**src/rtl/hazard_stall_ctrl.sv**
```systemverilog
// ID-stage hazard/stall controller: load-use, branch-operand-not-ready and MDU-busy stalls.
// Optional performance counters are enabled with the HAZARD_PERF_EN macro.
module hazard_stall_ctrl #(
  parameter int CNT_W = 32
) (
  input  logic             clk,
  input  logic             reset,
  input  logic [4:0]       IFID_rs,
  input  logic [4:0]       IFID_rt,
  input  logic             UseRsD,
  input  logic             UseRtD,
  input  logic             BranchD,
  input  logic             StoreD,
  input  logic             MduOpD,
  input  logic             BranchTakenD,
  input  logic [4:0]       IDEX_WA,
  input  logic             RegWriteE,
  input  logic [1:0]       MemtoRegE,
  input  logic [4:0]       EXMEM_WA,
  input  logic [1:0]       MemtoRegM,
  input  logic             MduBusy,
  output logic             StallF,
  output logic             StallD,
  output logic             FlushE,
  output logic             FlushD,
  output logic [CNT_W-1:0] StallCyc,
  output logic [CNT_W-1:0] FlushCnt
);

  typedef enum logic {
    RUN  = 1'b0,
    HOLD = 1'b1
  } state_e;

  state_e     state_q, state_d;
  logic [1:0] hold_cnt_q, hold_cnt_d;
  logic       blank_q;

  logic load_e_s, load_m_s;
  logic rs_e_s, rt_e_s, m_e_s, m_m_s;
  logic luse_s, br_e_s, br_le_s, br_lm_s, mdu_s;
  logic need1_s, need2_s, block_s, stall_s, flush_d_s;

  // Hazard detection, stall/flush generation and FSM next state
  always_comb begin
    load_e_s   = (MemtoRegE == 2'd1);
    load_m_s   = (MemtoRegM == 2'd1);
    rs_e_s     = UseRsD && (IDEX_WA == IFID_rs);
    rt_e_s     = UseRtD && (IDEX_WA == IFID_rt);
    m_e_s      = (IDEX_WA != 5'd0) && (rs_e_s || rt_e_s);
    m_m_s      = (EXMEM_WA != 5'd0) &&
                 ((UseRsD && (EXMEM_WA == IFID_rs)) || (UseRtD && (EXMEM_WA == IFID_rt)));
    // store data (rt of sw) is forwarded from MEM, so it alone never load-use stalls
    luse_s     = load_e_s && (IDEX_WA != 5'd0) && (rs_e_s || (rt_e_s && !StoreD));
    br_e_s     = BranchD && RegWriteE && m_e_s && !load_e_s;
    br_le_s    = BranchD && load_e_s && m_e_s;
    br_lm_s    = BranchD && load_m_s && m_m_s;
    mdu_s      = MduOpD && MduBusy;
    need2_s    = br_le_s;
    need1_s    = br_e_s || br_lm_s || luse_s;
    block_s    = reset || blank_q;
    stall_s    = 1'b0;
    state_d    = state_q;
    hold_cnt_d = hold_cnt_q;
    case (state_q)
      RUN: begin
        if (!block_s) begin
          stall_s = need2_s || need1_s || mdu_s;
          if (need2_s) begin
            state_d    = HOLD;
            hold_cnt_d = 2'd1;
          end else begin
            state_d    = RUN;
          end
        end else begin
          stall_s = 1'b0;
        end
      end
      HOLD: begin
        stall_s    = !block_s;
        hold_cnt_d = hold_cnt_q - 2'd1;
        if (hold_cnt_q <= 2'd1) begin
          state_d = RUN;
        end else begin
          state_d = HOLD;
        end
      end
      default: begin
        stall_s    = 1'b0;
        state_d    = RUN;
        hold_cnt_d = 2'd0;
      end
    endcase
    flush_d_s = BranchTakenD && !stall_s && !block_s;
  end

  assign StallF = stall_s;
  assign StallD = stall_s;
  assign FlushE = stall_s;
  assign FlushD = flush_d_s;

  // FSM state, hold counter and post-reset blanking flag
  always_ff @(posedge clk) begin
    if (reset) begin
      state_q    <= RUN;
      hold_cnt_q <= 2'd0;
      blank_q    <= 1'b1;
    end else begin
      state_q    <= state_d;
      hold_cnt_q <= hold_cnt_d;
      blank_q    <= 1'b0;
    end
  end

`ifdef HAZARD_PERF_EN
  logic [CNT_W-1:0] stall_cyc_q, flush_cnt_q;

  // Wrapping performance counters
  always_ff @(posedge clk) begin
    if (reset) begin
      stall_cyc_q <= {CNT_W{1'b0}};
      flush_cnt_q <= {CNT_W{1'b0}};
    end else begin
      stall_cyc_q <= stall_cyc_q + {{(CNT_W-1){1'b0}}, stall_s};
      flush_cnt_q <= flush_cnt_q + {{(CNT_W-1){1'b0}}, flush_d_s};
    end
  end

  assign StallCyc = stall_cyc_q;
  assign FlushCnt = flush_cnt_q;
`else
  assign StallCyc = {CNT_W{1'b0}};
  assign FlushCnt = {CNT_W{1'b0}};
`endif

endmodule
```
**config.mk**
```make
export PLATFORM = sky130hd
export DESIGN_NAME = hazard_stall_ctrl
export DESIGN_NICKNAME = d
export VERILOG_FILES = /design/src/rtl/hazard_stall_ctrl.sv
export SDC_FILE = /design/constraint.sdc
export NUM_CORES = 1
export LEC_CHECK = 0
export CELL_PAD_IN_SITES_DETAIL_PLACEMENT = 2
export CELL_PAD_IN_SITES_GLOBAL_PLACEMENT = 2
export CORE_UTILIZATION = 13
export CTS_BUF_LIST = sky130_fd_sc_hd__clkbuf_8
export CTS_CLUSTER_SIZE = 28
export DETAILED_ROUTE_END_ITERATION = 8
export PLACE_DENSITY = 0.77
export RECOVER_POWER = 50
export SLEW_MARGIN = 40
export SYNTH_ARGS = -nofsm -noshare
export SYNTH_HDL_FRONTEND = slang
export SYNTH_SLANG_ARGS = --single-unit
```
**constraint.sdc**
```tcl
create_clock -name clk -period 2.1 [get_ports clk]
set_input_delay 0.42 -clock clk [delete_from_list [all_inputs] [get_ports clk]]
set_output_delay 0.42 -clock clk [all_outputs]
set_load 0.02 [all_outputs]
```
# --- Word level (Yosys, flattened, before mapping) ---
# Cells that the tools add are included.
word_totals:
  reg_bits: 4
  latch_bits: 0
  ramBits: 0
  mem_bits_ro: 0
  in_bits: 34
  word_cells: 58
  n_memories: 0
op_classes:
  add_sub_neg: 1
  multipliers: 0
  div: 0
  order_cmp: 1
  eq_ne: 8
  shifts: 0
  mux: 10
  bitwise_logic: 1
  reduce_logical: 34
ops:
  columns: ["operator", "count"]
  rows:
  - ["5-bit == test", 4]
  - ["1-bit logical AND", 19]
  - ["5-bit nonzero test", 2]
  - ["1-bit logical OR", 8]
  - ["1-bit 2-to-1 mux", 5]
  - ["2-bit by 1-bit == test with 1-bit output (second input constant)", 2]
  - ["1-bit zero test", 4]
  - ["2-bit 2-to-1 mux", 2]
  - ["2-bit inequality test (second input constant)", 2]
  - ["1-bit case mux with 2 select lines", 2]
  - ["2-bit case mux with 2 select lines", 1]
  - ["2-bit by 1-bit <= comparator with 1-bit output (second input constant)", 1]
  - ["2-bit AND reduction", 1]
  - ["2-bit by 1-bit subtractor with 2-bit output (second input constant)", 1]
  - ["1-bit inverter", 1]

# --- Longest topological paths before layout ---
# Gate-level depths: netlist of run 1.
depth:
  word_depth: 15
  depth_mapped: 7

# --- Worst setup path after synthesis of run 1 ---
# OpenSTA, ideal clock, no wires.
synth_timing:
  path_kind: "input-to-output"
  from: "in EXMEM_WA[0]"
  to: "out FlushD"
  t_arrival_ns: 1.796
  required_time_ns: 1.680
  setup_slack_ns: -0.116
  cell_stages: 6
  path_buffers: 0
  path_cell_list: "or4_1 > nor2_1 > nor3b_1 > a22oi_1 > a21oi_1 > nor3_1"
synth_via:
  elab_chain_len: 14
synth_lines:
  columns: ["element", "line", "source"]
  rows:
  - ["start: declaration", "19", "input logic [4:0] EXMEM_WA,"]
  - ["5-bit == test", "52", "((UseRsD && (EXMEM_WA == IFID_rs)) || (UseRtD && (EXMEM_WA == IFID_rt)));"]
  - ["1-bit logical AND", "52", null]
  - ["1-bit logical OR", "52", null]
  - ["1-bit logical AND (*)", "51", "m_m_s = (EXMEM_WA != 5'd0) &&"]
  - ["1-bit logical AND (*)", "57", "br_lm_s = BranchD && load_m_s && m_m_s;"]
  - ["1-bit logical OR (*) (2 in a row)", "60", "need1_s = br_e_s || br_lm_s || luse_s;"]
  - ["1-bit logical OR (*) (2 in a row)", "68", "stall_s = need2_s || need1_s || mdu_s;"]
  - ["1-bit 2-to-1 mux (*)", "67", "if (!block_s) begin"]
  - ["1-bit case mux with 2 select lines (*)", "65", "case (state_q)"]
  - ["1-bit zero test (*)", "94", "flush_d_s = BranchTakenD && !stall_s && !block_s;"]
  - ["1-bit logical AND (*) (2 in a row)", "94", null]
  - ["end: declaration", "25", "output logic FlushD,"]
# Mark *: on every way between the ends. The rest lies on a longest branch, timed or not.

# --- Final worst setup path of run 1 ---
layout_timing:
  from: "in EXMEM_WA[2]"
  to: "out FlushD"
# The elaborated chain is that of the path after synthesis.

==> run_results.csv, run 1 <==
group,metric,value,unit
cells_and_area,area_delta_synth_final,51.5,%
logic_synthesis,synth_top_area_cell,"buf_4",
global_routing,grt_max_degree,6,
placed_design,port_buffers,37,
die,core_area,0.00741,mm2
clock_tree,numCtsBuffers,3,
sta,setup_slack,-0.194,ns
clock_tree,clock-sinks,4,
worst_setup_path,cp-start-kind,"input port",
die,io_pins,102,
sta,fin_crit,2.29,ns
placed_design,pre_cts_ws,-1.06,ns
sta,post-route-period-util,1.09,
cells_and_area,final_nets,224,
cells_and_area,drive_above_1_share,0.364,
clock_tree,clockBufferDepth,2,
clock_tree,cts_max_level,1,
logic_synthesis,avgSynthCellArea,7.83,um2
die,start_util,0.137,
worst_setup_path,critPathRequiredTime,1.68,ns
logic_synthesis,yosysSeqAreaShare,0.0786,
drt,wire_per_inst,11.2,um
worst_setup_path,worstPathArrival,1.87,ns
cells_and_area,ff_latch_area,80.1,um2
clock_tree,clk_pin_slew,0.03,ns
sta,hold_viol,0,
clock_tree,cts_tree,"done",
sta,rsz0062_at_grt,"yes",
drt,viasPerCell,3.03,
cells_and_area,fin_area,0.00154,mm2
drt,firstDrtPassIters,3,
outcome,violations,"negative setup slack",
power,p_leak,0.720,nW
global_routing,overflow,0,
worst_hold_path,hold_path_class,"flop to flop",
placed_design,globalplace.congestion,0.724,
logic_synthesis,synth_area_leaders,"buf_4 49%, xnor2_1 14%, dfxtp_1 7.9%",
worst_setup_path,cp-end-kind,"output port",
sta,setup_viol,4,
sta,max_freq,436,MHz
sta,fin_skew,0.000266,ns
worst_setup_path,critPathKind,"input port to output port",
die,die_h,90.5,um
power,ir_drop,0.0000945,V
worst_setup_path,cp_slowest_stage_delay,0.54,ns
power,powerDensity,348,mW/mm2
die,die_area,0.00819,mm2
logic_synthesis,synth_top_area_share,0.486,
worst_setup_path,timing.critical_path.mode_cell,"buf_4",
cells_and_area,fillCellCount,907,
logic_synthesis,synth-seq-cells,4,
die,num_rows,31,
logic_synthesis,yosysWarnings,0,
worst_setup_path,path_max_fanout,2,
cells_and_area,diodes,0,
clock_tree,clkLatencyLatePin,0.22,ns
logic_synthesis,synth_cell_types,27,
drt,first_iter_violations,6,
logic_synthesis,syn_inst,130,
global_routing,antenna_found_initial,0,
clock_tree,clockRootBuffer,"clkbuf_8",
drt,drc,0,
global_routing,grt_pass1_wl,4.61,mm
outcome,status,"finished, violations left",
drt,routed_wl,3.20,mm
global_routing,grt_pass1_vias,897,
job,drv_cap,0,
die,die_w,90.5,um
global_routing,grt_use_total,0.0725,
drt,vias,868,
placed_design,place_hpwl,2.51,mm
sta,maxSlewViolCount,0,
worst_setup_path,crit_slowest_cell,"or4_4",
logic_synthesis,synth_area,0.00102,mm2
drt,postRouteAntennaNets,0,
cells_and_area,multi_input_area,803,um2
placed_design,place_area,0.00135,mm2
worst_setup_path,path_cells,"buf_6 -> or4_4 -> nor2_4 -> nor3b_2 -> a22oi_2 -> a21oi_2 -> buf_4 -> nor3_2 -> buf_4",
## worst paths after layout
check	startpoint	end	slack (ns)	cells after the start
worst min-delay path	hold_cnt_q[1]	hold_cnt_q[1]	0.52	2
worst max register to register	blank_q	hold_cnt_q[0]	0.88	5
worst min register to register	hold_cnt_q[1]	hold_cnt_q[1]	0.52	2
worst max-delay path	EXMEM_WA[2]	FlushD	-0.19	9
## through the flow
step                      total power, mW  hold WS (ns)   util  TNS (ns)  instances
after floorplan                     0.332         0.440      -   -0.0895        193
after global placement              0.345         0.457  0.182     -4.09        275
after detailed placement            0.350         0.492  0.182     -4.58        275
after CTS                           0.535         0.497  0.204    -0.729        285
after global routing                0.571         0.572  0.208     -1.05        286
final                               0.536         0.524  0.208    -0.761        286
## cell usage after synthesis
cell,count
inv_1,3
o22ai_1,1
buf_4,66
nand2_1,4
a22oi_1,3
dfxtp_1,4
a21oi_1,2
nand4_1,3
or2b_2,1
nor2b_1,1
xnor2_1,16
nor3b_1,2
nor4_4,1
or4_1,1
a41oi_2,1
a211oi_1,1
and2_2,2
o21ai_1,1
xor2_1,4
nor3_1,3
o2bb2ai_2,1
nor2_1,4
o21a_1,1
a21o_1,1
conb_1,1
ha_1,1
o21ai_0,1
## flip-flops by register name, summed over array words and instances, names as in the netlist
signal,cells
blank_q,1
hold_cnt_q,2
state_q,1
## repair_timing
item,in CTS,in global routing
endpoints found under the setup margin,4,7
setup buffers,7,1
gates resized for setup,106,8
cloned,0,0
pin swaps,22,6
hold buffers,0,0
## critical path: cells and delay by family
| kind | cells | cell delay [ns] |
|---|---|---|
| compound gates | 2 | 0.26 |
| buf+inv | 3 | 0.38 |
| simple gates | 4 | 0.80 |
## cells by family (layout without fill, tap and decap cells)
| kind of cell | count (synthesis) | in the layout | share of synthesized area |
|---|---|---|---|
| xor gates and xnor gates | 20 | 20 | 0.172 |
| adders and majority gates | 1 | 1 | 0.0123 |
| and+or+nand+nor | 22 | 22 | 0.135 |
| AOI/OAI and AO/OA | 13 | 13 | 0.101 |
| DFF | 4 | 4 | 0.0786 |
| buffers and inverters | 69 | 63 | 0.498 |
| other | 1 | 64 | 0.00368 |
## metal layers
| metal | global-route usage | up-vias | share of wire |
|---|---|---|---|
| met5 | 0 | - | 0 |
| met4 | 0.0202 | 0 | 0.0091 |
| met3 | 0.0269 | 4 | 0.10 |
| met2 | 0.135 | 62 | 0.53 |
| met1 | 0.0751 | 396 | 0.36 |
| li1 | - | 406 | - |
## layout by cell type, fill, tap and decap left out, types with 2 or more instances in the layout
cell / synthesis / routed
xnor2_2: 0 / 3
buf_4: 66 / 18
nand2_1: 4 / 4
conb_1: 1 / 64
a22oi_2: 0 / 2
clkdlybuf4s50_1: 0 / 10
buf_2: 0 / 10
clkdlybuf4s15_2: 0 / 3
dlygate4sd2_1: 0 / 6
inv_1: 3 / 3
dfxtp_1: 4 / 4
xnor2_1: 16 / 13
xor2_2: 0 / 3
nand4_1: 3 / 3
nor2_1: 4 / 3
clkbuf_8: 0 / 3
nor3_2: 0 / 2
buf_6: 0 / 7
## layout make-up
cell class,count,share of cell area
Multi-Input combinational cell,120,0.521
Sequential cell,4,0.0519
Tap cell,99,0.0803
Timing Repair Buffer,57,0.313
Clock buffer,3,0.0268
Inverter,3,0.00730
## report_power, final
part | switching (mW) | internal [mW] | total, mW
Clock | 0.0403 | 0.122 | 0.163
Combinational | 0.185 | 0.111 | 0.296
Sequential | 0.000449 | 0.0777 | 0.0782
Total | 0.225 | 0.311 | 0.536
(Power assumes the default switching activity.)
==> run 2: changes to the inputs <==
--- a/config.mk
+++ b/config.mk
@@ -7,6 +7,7 @@
 export LEC_CHECK = 0
 export CELL_PAD_IN_SITES_DETAIL_PLACEMENT = 2
 export CELL_PAD_IN_SITES_GLOBAL_PLACEMENT = 2
+export CORE_MARGIN = 5
 export CORE_UTILIZATION = 13
 export CTS_BUF_LIST = sky130_fd_sc_hd__clkbuf_8
 export CTS_CLUSTER_SIZE = 28
==> run 2 against run 1 <==
Net effect:
- the run still ends with negative setup slack left
- worst setup slack improved by 0.047 ns
- routed wire length increased by 3.3%
- clock-buffer cell count unchanged
- maximum frequency increased by 2.1%
- via count decreased by 1.6%
- flip-flop and latch count unchanged
- critical path type unchanged
- largest cell class unchanged
- largest power group unchanged
==> run_results.csv, run 2 (synthesized netlist as in run 1, its figures left out) <==
group,metric,value,unit
clock_tree,cts_hold_buf,0,
placed_design,port_buffers,37,
cells_and_area,ff_latch_area,80.1,um2
die,core_area,0.00769,mm2
global_routing,grt_pass1_wl,5.07,mm
power,p_leak,0.706,nW
global_routing,overflow,0,
global_routing,antenna_found_initial,0,
drt,wire_per_inst,11.5,um
cells_and_area,reg_top3,"hold_cnt_q: 2 flops, blank_q: 1 flops, state_q: 1 flops",
power,powerDensity,353,mW/mm2
cells_and_area,final_nets,223,
clock_tree,numCtsBuffers,3,
clock_tree,clock-sinks,4,
cells_and_area,final_common_cell,"conb_1",
worst_setup_path,path_max_fanout,3,
sta,fin_skew,0.00479,ns
drt,postRouteAntennaNets,0,
cells_and_area,final_cell_mix,"64 x conb_1, 18 x buf_4, 11 x clkdlybuf4s50_1",
worst_setup_path,critPathKind,"input port to output port",
power,ir_drop,0.000107,V
cells_and_area,fillCellCount,903,
clock_tree,clockBufferDepth,2,
sta,hold_viol,0,
die,start_util,0.132,
sta,maxSlewViolCount,0,
sta,post-route-period-util,1.07,
clock_tree,clk_pin_slew,0.03,ns
drt,firstDrtPassIters,3,
outcome,status,"finished, violations left",
clock_tree,cts_max_level,1,
sta,setup_viol,4,
cells_and_area,fin_cells,288,
drt,routed_wl,3.31,mm
cells_and_area,largest_reg_flops,2,
clock_tree,clkLatencyLatePin,0.22,ns
drt,vias,854,
cells_and_area,top_register,"hold_cnt_q",
cells_and_area,area_delta_synth_final,51.1,%
cells_and_area,fin_area,0.00154,mm2
worst_setup_path,critPathRequiredTime,1.68,ns
sta,fin_crit,2.25,ns
sta,setup_slack,-0.148,ns
drt,first_iter_violations,12,
worst_setup_path,cp-end-kind,"output port",
placed_design,globalplace.congestion,0.731,
cells_and_area,final_util,0.200,
die,die_h,98.5,um
worst_setup_path,worstPathArrival,1.83,ns
die,die_w,98.5,um
cells_and_area,multi_input_area,818,um2
cells_and_area,drive_above_1_share,0.382,
drt,drc,0,
worst_setup_path,cp-start-kind,"input port",
global_routing,grt_pass1_vias,980,
placed_design,placed_cells,282,
die,die_area,0.00970,mm2
placed_design,place_hpwl,2.79,mm
global_routing,grt_use_total,0.0675,
outcome,violations,"negative setup slack",
placed_design,place_area,0.00138,mm2
clock_tree,clockRootBuffer,"clkbuf_8",
sta,max_freq,445,MHz
die,num_rows,32,
clock_tree,cts_tree,"done",
cells_and_area,diodes,0,
sta,rsz0062_at_grt,"yes",
worst_hold_path,hold_path_class,"flop to flop",
drt,viasPerCell,2.97,
job,drv_cap,0,
die,io_pins,102,
global_routing,grt_max_degree,6,
[run 2: stage by stage]
step                hold WS [ns]  setup WS [ns]  TNS, ns  power, mW
CTS                        0.478         -0.187   -0.638      0.538
finish                     0.480         -0.148   -0.494      0.543
global placement           0.458          -1.06    -4.35      0.351
floorplan                  0.440        -0.0447  -0.0895      0.332
detailed placement         0.471          -1.08    -4.49      0.356
global route               0.507         -0.207   -0.736      0.577
[run 2: worst max-delay path: stages]
cell and delay [ns]:
buf_6 0.09, or4_4 0.55, nor2_4 0.12, nor3b_2 0.05, a22oi_2 0.16, a21oi_2 0.07, o21a_2 0.23, buf_6 0.14
[run 2: worst paths after layout]
| path | startpoint | to | slack, ns | cells past startpoint |
|---|---|---|---|---|
| min | hold_cnt_q[0] | hold_cnt_q[0] | 0.48 | 1 |
| min reg2reg | hold_cnt_q[0] | hold_cnt_q[0] | 0.48 | 1 |
| max reg2reg | blank_q | hold_cnt_q[0] | 0.97 | 5 |
| max | EXMEM_WA[3] | StallF | -0.15 | 8 |
[run 2: cell type report]
cell class,instances,area share
Inverter,3,0.00732
Tap cell,102,0.0829
Sequential cell,4,0.0520
Multi-Input combinational cell,120,0.532
Timing Repair Buffer,56,0.299
Clock buffer,3,0.0268
[run 2: where the power goes]
part / switching [mW] / internal (mW) / leakage [nW]
clock network: 0.0414 / 0.122 / 0.0216
registers: 0.000361 / 0.0777 / 0.0326
logic: 0.186 / 0.115 / 0.652
total: 0.228 / 0.315 / 0.706
[run 2: what timing repair did]
action | CTS | global route
setup endpoints to repair | 4 | 4
pin swaps | 20 | 13
gates resized for setup | 112 | 13
buffers inserted | 3 | 0
[run 2: per-layer routing]
| layer | wire length (um) | part of all wire | GRT usage | up-vias |
|---|---|---|---|---|
| met2 | 1870 | 0.56 | 0.125 | 53 |
| met5 | 0 | 0 | 0 | - |
| met1 | 1160 | 0.35 | 0.0704 | 397 |
| li1 | - | - | - | 402 |
| met4 | 15 | 0.0045 | 0.0158 | 0 |
| met3 | 263 | 0.080 | 0.0290 | 2 |
